===== config.mk =====
export PLATFORM = sky130hd
export DESIGN_NAME = mmio_store_buffer
export DESIGN_NICKNAME = d
export VERILOG_FILES = /design/src/rtl/mmio_store_buffer.sv
export SDC_FILE = /design/constraint.sdc
export NUM_CORES = 1
export LEC_CHECK = 0
export ABC_AREA = 1
export CAP_MARGIN = 20
export CORE_ASPECT_RATIO = 1.75
export CORE_MARGIN = 3
export CORE_UTILIZATION = 45
export CTS_BUF_LIST = sky130_fd_sc_hd__clkbuf_4
export CTS_CLUSTER_DIAMETER = 150
export CTS_CLUSTER_SIZE = 12
export DETAILED_ROUTE_END_ITERATION = 8
export PLACE_DENSITY = 0.65
export SYNTH_ARGS = -nofsm -noshare
export SYNTH_HDL_FRONTEND = slang
export SYNTH_SLANG_ARGS = --single-unit

===== constraint.sdc =====
create_clock -name clk -period 5.3 [get_ports clk]
set_clock_uncertainty 0.05 [all_clocks]
set_input_delay 1.06 -clock clk [delete_from_list [all_inputs] [get_ports clk]]
set_output_delay 1.06 -clock clk [all_outputs]
set_load 0.005 [all_outputs]

===== src/rtl/mmio_store_buffer.sv =====
// MMIO store buffer: captures aligned core stores that land in [BASE, LIMIT)
// and drains them in order to a peripheral over a valid/ready handshake.
module mmio_store_buffer #(
    parameter int unsigned    DEPTH = 4,
    parameter int unsigned    AW    = 32,
    parameter int unsigned    DW    = 32,
    parameter logic [AW-1:0]  BASE  = 32'h0000_0060,
    parameter logic [AW-1:0]  LIMIT = 32'h0000_0080
) (
    input  logic                     clk,
    input  logic                     reset,
    input  logic                     MemWrite,
    input  logic [AW-1:0]            DataAdr,
    input  logic [DW-1:0]            WriteData,
    output logic                     out_valid,
    input  logic                     out_ready,
    output logic [AW-1:0]            out_addr,
    output logic [DW-1:0]            out_data,
    output logic                     full,
    output logic                     empty,
    output logic [$clog2(DEPTH):0]   count,
    output logic                     overflow,
    input  logic                     clr_overflow
);

    localparam int unsigned PW = $clog2(DEPTH);
    localparam int unsigned CW = PW + 1;

    logic [AW-1:0] addr_mem [DEPTH];
    logic [DW-1:0] data_mem [DEPTH];
    logic [PW-1:0] wr_ptr;
    logic [PW-1:0] rd_ptr;

    logic hit;
    logic pop;
    logic push;
    logic drop;

    assign hit  = MemWrite && (DataAdr >= BASE) && (DataAdr < LIMIT)
                  && (DataAdr[1:0] == 2'b00);
    assign empty     = (count == '0);
    assign full      = (count == CW'(DEPTH));
    assign out_valid = !empty;
    assign pop  = out_valid && out_ready;
    // A pop in the same cycle frees the slot, so a full buffer still accepts.
    assign push = hit && (!full || pop);
    assign drop = hit && full && !pop;

    assign out_addr = empty ? '0 : addr_mem[rd_ptr];
    assign out_data = empty ? '0 : data_mem[rd_ptr];

    always_ff @(posedge clk) begin
        if (push) begin
            addr_mem[wr_ptr] <= DataAdr;
            data_mem[wr_ptr] <= WriteData;
        end
    end

    always_ff @(posedge clk or posedge reset) begin
        if (reset) begin
            wr_ptr   <= '0;
            rd_ptr   <= '0;
            count    <= '0;
            overflow <= 1'b0;
        end else begin
            if (push) wr_ptr <= wr_ptr + PW'(1);
            if (pop)  rd_ptr <= rd_ptr + PW'(1);
            if (push && !pop)      count <= count + CW'(1);
            else if (pop && !push) count <= count - CW'(1);
            // A drop in the same cycle as a clear leaves the flag set.
            if (drop)              overflow <= 1'b1;
            else if (clr_overflow) overflow <= 1'b0;
        end
    end

endmodule


# After elaboration in Yosys (flattened, before gate mapping)
# Memories as Yosys holds them, arrays and structs flattened.
# Index checks and enable logic that the tools add are counted.
# classes
n_eq_ne	1
bitwise_logic	0
mux	8
add_sub_neg	4
multipliers	0
order_cmp	2
shifts	0
reduce_logical	18
div_mod_pow	0
# ops
cell	count
two-way mux 32 bit	2
>= comparator 32 x 7 -> 1 bit, second input constant	1
< comparator 32 x 8 -> 1 bit, second input constant	1
logical AND 1 bit	9
two-way mux 3 bit	2
adder 2 x 1 -> 2 bit, second input constant	2
zero test 1 bit	4
two-way mux 1 bit	4
nonzero test 2 bit	2
adder 3 x 1 -> 3 bit, second input constant	1
== test 3 bit, second input constant	1
zero test 3 bit	1
subtractor 3 x 1 -> 3 bit, second input constant	1
zero test 2 bit	1
logical OR 1 bit	1
# totals
latch_bits	0
wordCells	39
output_inout_bits	71
n_memories	2
reg_bits	8
input_bits	69
mem_bits_rw	256
rom_bits	0
# mem_list
memory	depth	word_bits	rd	rd_clocked_by_memory_dff	write_ports	line	text
addr_mem	4	32	1	0	1	29	logic [AW-1:0] addr_mem [DEPTH];
data_mem	4	32	1	0	1	30	logic [DW-1:0] data_mem [DEPTH];

# Logic depth before layout (Yosys ltp)
# Gate-level depths: netlist (run 1).
# depth
depth_word	9
ltp_mapped	13
mapped_depth_nobuf	13

# Least setup slack after synthesis (run 1)
# OpenSTA, ideal clock, no wires.
# synth_timing
path_kind	in2reg
start	input DataAdr[30]
end	memory addr_mem[0][0] (enable)
arrival_time_ns	4.301
path_buffers	0
slack_ns	0.462
stages	7
setup_time_ns	0.487
required_ns	4.763
cell_sequence	nor2_1 inv_1 nor2_1 nand2_1 nor2_1 nand3_1 nor2_1
# synth_between
elab_chain_cells	7
word_cells_on_any_way	8
cone_classes	order compare (2); mux (2); reduce/logical (4)
# synth_rtl
element	line	text
from (decl)	13	input logic [AW-1:0] DataAdr,
>= comparator 32 x 7 -> 1 bit	39	assign hit = MemWrite && (DataAdr >= BASE) && (DataAdr < LIMIT)
logical AND 1 bit	39	
logical AND 1 bit *	39	
logical AND 1 bit *	40	&& (DataAdr[1:0] == 2'b00);
logical AND 1 bit *	46	assign push = hit && (!full || pop);
two-way mux 1 bit *	53	if (push) begin
two-way mux 1 bit (not written as such) *	54	addr_mem[wr_ptr] <= DataAdr;
to (decl)	29	
# Mark *: on every way between the ends. The rest lies on a longest branch, timed or not.

# Final worst setup path (run 1)
# layout_timing
start	register rd_ptr[0]
end	output out_data[17]
# layout_between
elab_chain_cells	2
# layout_rtl
element	line	text
from (decl)	32	logic [PW-1:0] rd_ptr;
from (signal assigned)	67	if (pop) rd_ptr <= rd_ptr + PW'(1);
memory (4 x 32 bit)	--	
two-way mux 32 bit	50	assign out_data = empty ? '0 : data_mem[rd_ptr];
to (decl)	18	output logic [DW-1:0] out_data,
# No other way between the ends.

==> flow_metrics.py, run 1 <==
metrics = {
    "die": {
        "core_um2": 22930,
        "die_h_um": 208.5,
        "die-area_um2": 25380,
        "fp.dieW_um": 121.7,
        "row_count": 73,
        "initial_utilization": 0.4599,
        "num_io_pins": 140,
    },
    "cts": {
        "holdBufCountCts": 0,
        "clkTransAtPathRegs_ps": 120,
        "cts_sinks": 264,
        "cts.htree.levels": 1,
        "clk_latency_ps": 630,
        "cts_tree": "yes",
        "numCtsBuffers": 25,
        "cts.path.max_buffers": 3,
        "cts.repair_timing.setup_buffer_count": 0,
        "cts-root-buf": "clkbuf_4",
        "cts_resized": 0,
    },
    "logic_synthesis": {
        "yosys_warnings": 0,
        "synth.cell_area_um2": 10540,
        "syn_area_per_cell_um2": 12.20,
        "syn_nets": 939,
        "syn_inst": 864,
        "ys_ff_latch": 264,
        "yosysSeqAreaShare": 0.7481,
        "synth.distinct_cells": 20,
    },
    "detailed_routing": {
        "drcViolationCount": 0,
        "num_vias": 6764,
        "via_per_inst": 5.136,
        "drt-initial-drc-count": 400,
        "first_pass_iters": 4,
        "wl_per_cell_um": 17.72,
        "drt_wl_total_um": 23340,
        "ant_nets": 0,
    },
    "grt": {
        "grt_pass1_wl_um": 36400,
        "gr-usage-all-layers": 0.1841,
        "antenna_found_initial": 2,
        "grt_max_degree": 82,
        "grt_pass1_vias": 6773,
        "overflow": 0,
    },
    "layout": {
        "syn_to_final_growth_pct": 19.09,
        "drive_gt1_frac": 0.06988,
        "nets": 1073,
        "utilization": 0.5477,
        "post_layout_nonfiller_instances": 1317,
        "fin_area_um2": 12560,
    },
    "worst_setup_path": {
        "path_cells": "clkinv_2, buf_4, o21ai_0, a21oi_1, clkdlybuf4s50_1",
        "cp.arrival_ps": 3270,
        "critPathTopFamily": "buffers and inverters",
        "required_ps": 4190,
        "max_stage_delay_ps": 750,
        "cp.buffers_inverters": 3,
        "cp-start-kind": "register",
        "worstSetupEndpointType": "output port",
        "worstSetupPathType": "register to output port",
        "path_max_fanout": 81,
        "slowest_stage": "dfrtp_4",
    },
    "sta": {
        "tightestPinTransition_ps": 900.5,
        "fin_crit_sh": 0.8261,
        "drv_slew": 0,
        "max-slew-margin-rel": 0.3997,
        "fmax_mhz": 228.4,
        "fin_ws_ps": 921.6,
        "fin_setup_tns_ps": 0,
        "fin_crit_ps": 4378,
        "finalHoldViolCount": 0,
        "grt_setup_unrepaired": "false",
        "setup_viol": 0,
    },
    "job": {
        "drv_cap": 0,
    },
    "outcome": {
        "status": "completed",
    },
    "place": {
        "place.gp.congestion": 0.7622,
        "preCtsSetupSlack_ps": 1411,
        "dp.cells": 1271,
        "portBuffers": 139,
        "hpwl_um": 13280,
        "placed_area_um2": 12220,
    },
    "pwr": {
        "irDropWorstVdd_mv": 0.3624,
        "leakagePower_uw": 0.004222,
        "powerDensity_nw_per_um2": 458.8,
    },
    "worst_hold_path": {
        "hp-class": "register to register",
    },
}
layer usage:
metal,track usage,wire [um],vias up
li1,-,-,3283
met1,0.2292,9373,3252
met2,0.3268,12260,194
met3,0.02747,1100,33
met4,0.05919,590,2
met5,0,13,-
cells in the mapped netlist:
master / instances / area [um^2]
o21ai_0: 123 / 615.6
inv_1: 28 / 105.1
o21ai_1: 7 / 35.03
ha_1: 5 / 62.56
inv_2: 2 / 7.510
fa_1: 1 / 20.02
mux2_2: 1 / 11.26
dfrtp_1: 8 / 200.2
xnor2_1: 1 / 8.760
nand3_1: 4 / 20.02
buf_4: 14 / 105.1
clkbuf_1: 17 / 63.81
xor2_1: 2 / 17.52
nand2_1: 24 / 90.09
buf_1: 3 / 11.26
nor3_1: 1 / 5.000
buf_2: 14 / 70.07
nor2_1: 287 / 1077
a21oi_1: 66 / 330.3
edfxtp_1: 256 / 7687
cells in the final DEF, fill, tap and decap left out:
cell type        Yosys  final
diode_2              0      1
xnor2_1              1      1
ha_1                 5      5
nand2_1             24     24
dfrtp_4              0      1
inv_1               28     27
nand3_1              4      4
xor2_1               2      2
clkinv_2             0      1
clkdlybuf4s50_1      0    139
nor2_4               0      4
o21ai_0            123    123
edfxtp_1           256    256
clkbuf_4             0     45
nor3_1               1      1
a21oi_1             66     66
inv_2                2      2
o21ai_1              7      7
dfrtp_2              0      1
buf_4               14     16
fa_1                 1      1
dfrtp_1              8      6
mux2_2               1      1
nor2_1             287    283
registers in the layout, indices dropped and copies added (netlist names):
name / flops
count: 3
data_mem: 128
rd_ptr: 2
addr_mem: 128
overflow: 1
wr_ptr: 2
cell families after synthesis:
family / synth area share
compound gates: 0.09303
xor+xnor: 0.002492
fa+ha+maj: 0.007832
buf+inv: 0.03441
flops: 0.7481
mux: 0.001068
simple gates: 0.1131
final timing paths:
check	from	endpoint	slack, ps	depth (start not counted)
max in group asynchronous	reset	rd_ptr[1]	4310	2
min reg2reg	overflow	overflow	480	2
min	overflow	overflow	480	2
max	rd_ptr[0]	out_data[17]	920	5
max reg2reg	count[0]	count[2]	2450	12
min in group asynchronous	reset	rd_ptr[0]	620	2
worst register-to-register path, cell delays in order (launching register included):
cell and delay [ps]:
dfrtp_1 480, nor2_1 70, nand2_1 160, nand2_1 120
nand2_1 170, nand3_1 420, inv_1 200, ha_1 170
inv_1 70, fa_1 390, a21oi_1 150, o21ai_0 120
xor2_1 160
stage by stage:
| stage | power (uW) | hold WS [ps] |
|---|---|---|
| floorplan | 3641 | 442.3 |
| global placement | 4855 | 468.9 |
| detailed placement | 4868 | 468.1 |
| CTS | 5851 | 488.8 |
| global route | 6156 | 508.1 |
| finish | 5761 | 484.9 |
area by class of cell:
type	count	area [um^2]
antenna	1	2.502
tap	300	375.4
multi-input combinational	522	2323
sequential	264	7893
timing repair buffer	155	1511
inverter	30	113.9
clock buffer	45	337.8
fill	1964	10370
where the power goes:
part / internal [uW] / switching [uW]
sequential: 2310 / 90.1
combinational: 1160 / 1230
clock: 378 / 595
total: 3850 / 1920
(Power assumes the default switching activity.)
==> run 2, diff against run 1 <==
--- a/config.mk
+++ b/config.mk
@@ -14,7 +14,7 @@
 export CTS_CLUSTER_DIAMETER = 150
 export CTS_CLUSTER_SIZE = 12
 export DETAILED_ROUTE_END_ITERATION = 8
-export PLACE_DENSITY = 0.65
+export PLACE_DENSITY = 0.68
 export SYNTH_ARGS = -nofsm -noshare
 export SYNTH_HDL_FRONTEND = slang
 export SYNTH_SLANG_ARGS = --single-unit
==> constraint.sdc (replaced) <==
create_clock -name clk -period 3.6 [get_ports clk]
set_clock_uncertainty 0.05 [all_clocks]
set_input_delay 0.72 -clock clk [delete_from_list [all_inputs] [get_ports clk]]
set_output_delay 0.72 -clock clk [all_outputs]
set_load 0.005 [all_outputs]
==> flow_metrics.py, run 2 (synthesized netlist as in run 1, its figures left out) <==
metrics = {
    "outcome": {
        "status": "completed",
    },
    "worst_hold_path": {
        "hp-class": "input port to async pin",
    },
    "worst_setup_path": {
        "cp.buffers_inverters": 3,
        "r2r_slack_ps": 1230,
        "worstReg2RegStart": "count[0]",
        "path_max_fanout": 82,
        "worstSetupEndpointType": "output port",
        "critPathTopFamily": "buffers and inverters",
        "cp.arrival_ps": 2650,
        "slowest_stage": "dfrtp_4",
        "reg2reg_to": "count[2]",
        "required_ps": 2830,
        "worstSetupPathType": "register to output port",
        "cp-start-kind": "register",
        "path_cells": "clkinv_2, buf_16, o21ai_0, a21oi_1, clkdlybuf4s50_1",
        "r2r_cells": 12,
        "max_stage_delay_ps": 630,
    },
    "grt": {
        "grt_max_degree": 83,
        "grt_pass1_vias": 6791,
        "overflow": 0,
        "grt_pass1_wl_um": 36380,
        "antenna_found_initial": 3,
        "gr-usage-all-layers": 0.1850,
    },
    "cts": {
        "numCtsBuffers": 25,
        "cts.htree.levels": 1,
        "holdBufCountCts": 0,
        "cts-root-buf": "clkbuf_4",
        "cts_sinks": 264,
        "clk_latency_ps": 660,
        "clkTransAtPathRegs_ps": 140,
        "cts_tree": "yes",
        "cts.path.max_buffers": 3,
    },
    "detailed_routing": {
        "num_vias": 6766,
        "via_per_inst": 5.118,
        "wl_per_cell_um": 17.89,
        "routed-wl-met2_um": 12800,
        "drt_wl_total_um": 23660,
        "met3RoutedLength_um": 1094,
        "drcViolationCount": 0,
        "ant_nets": 0,
        "drt-initial-drc-count": 456,
        "wl_met1_um": 9303,
        "routed.top_layer": "met5",
        "first_pass_iters": 4,
    },
    "pwr": {
        "p_sw_frac": 0.3339,
        "irDropWorstVdd_mv": 0.4885,
        "leakagePower_uw": 0.004298,
        "power.switching_uw": 2898,
        "power_frac_comb": 0.433,
        "design_power_total_uw": 8679,
        "p_clk_frac": 0.166,
        "powerDensity_nw_per_um2": 679.2,
        "power.internal_uw": 5781,
        "pwr-share-seq": 0.401,
    },
    "sta": {
        "tightestPinTransition_ps": 468.0,
        "drv_slew": 0,
        "fin_crit_sh": 0.9490,
        "fin_crit_ps": 3417,
        "max-slew-margin-rel": 0.6880,
        "fin_ws_ps": 183.5,
        "fmax_mhz": 292.7,
        "setup_viol": 0,
        "finalHoldViolCount": 0,
        "grt_setup_unrepaired": "true",
    },
    "layout": {
        "syn_to_final_growth_pct": 21.18,
        "most-common-layout-cells": "nor2_1, edfxtp_1, clkdlybuf4s50_1",
        "fillers": 1889,
        "drive_gt1_frac": 0.07738,
        "nets": 1078,
        "top_regs": "addr_mem (128), data_mem (128), count (3)",
        "layout_commonest_cell": "nor2_1",
    },
    "die": {
        "fp.dieW_um": 121.7,
        "die_h_um": 208.5,
        "row_count": 73,
        "num_io_pins": 140,
        "initial_utilization": 0.4599,
        "die-area_um2": 25380,
        "core_um2": 22930,
    },
    "place": {
        "preCtsSetupSlack_ps": 447.9,
        "place.gp.congestion": 0.7341,
        "portBuffers": 139,
        "hpwl_um": 13590,
    },
    "job": {
        "drv_cap": 0,
    },
}
run 2: changes by cell type in the layout (fill, tap and decap cells not counted), sizes merged:
cell	change
buf	+4
clkbuf	+1
clkdlybuf4s50	-1
dlygate4sd2	+1
run 2: area by class of cell:
| cell class | count | area (um^2) | share of cell area |
|---|---|---|---|
| flip-flops and latches | 264 | 7893 | 0.6177 |
| multi-input cells | 522 | 2335 | 0.1827 |
| repair buffers | 160 | 1720 | 0.1346 |
| well taps | 300 | 375.4 | 0.02938 |
| clock buffers | 45 | 337.8 | 0.02644 |
| inverters | 30 | 113.9 | 0.008911 |
| diodes | 1 | 2.502 | 0.0001958 |
run 2: routing by layer:
layer | GRT usage | vias up
met4 | 0.04371 | 4
met3 | 0.03100 | 35
met1 | 0.2148 | 3290
met5 | 0 | -
met2 | 0.3500 | 142
li1 | - | 3295
run 2: through the flow:
stage	hold slack [ps]	std cells	setup TNS, ps	cell area [um^2]	utilization
after detailed placement	472.0	1274	0	12360	0.5393
after global routing	235.2	1322	-0.4972	12780	0.5573
final	261.8	1322	0	12780	0.5573
after global placement	465.1	1274	0	12360	0.5393
after CTS	212.5	1319	0	12730	0.5553
after floorplan	442.3	864	-229890	10540	-
run 2: power by group through the flow:
stage / registers [uW] / clock network [uW] / logic (uW)
floorplan: 3490 / 0 / 1870
global placement: 3550 / 0 / 3660
detailed placement: 3550 / 0 / 3700
CTS: 3490 / 1490 / 3750
global route: 3480 / 1630 / 4180
finish: 3480 / 1440 / 3760
run 2: worst max path at each step:
stage	startpoint	to	slack [ps]	cells after the start
after floorplan	DataAdr[30]	addr_mem[0][0]	-900	7
final	rd_ptr[0]	out_data[19]	180	5
after CTS	rd_ptr[0]	out_addr[13]	5	6
after global placement	DataAdr[24]	count[2]	470	12
after global routing	rd_ptr[0]	out_addr[3]	-0.5	5
after detailed placement	DataAdr[24]	count[2]	450	12
run 2: what timing repair did:
action,CTS,global route
pin swaps,0,1
cloned,0,1
buffers inserted,0,1
gates resized for setup,7,3
setup endpoints to repair,12,39
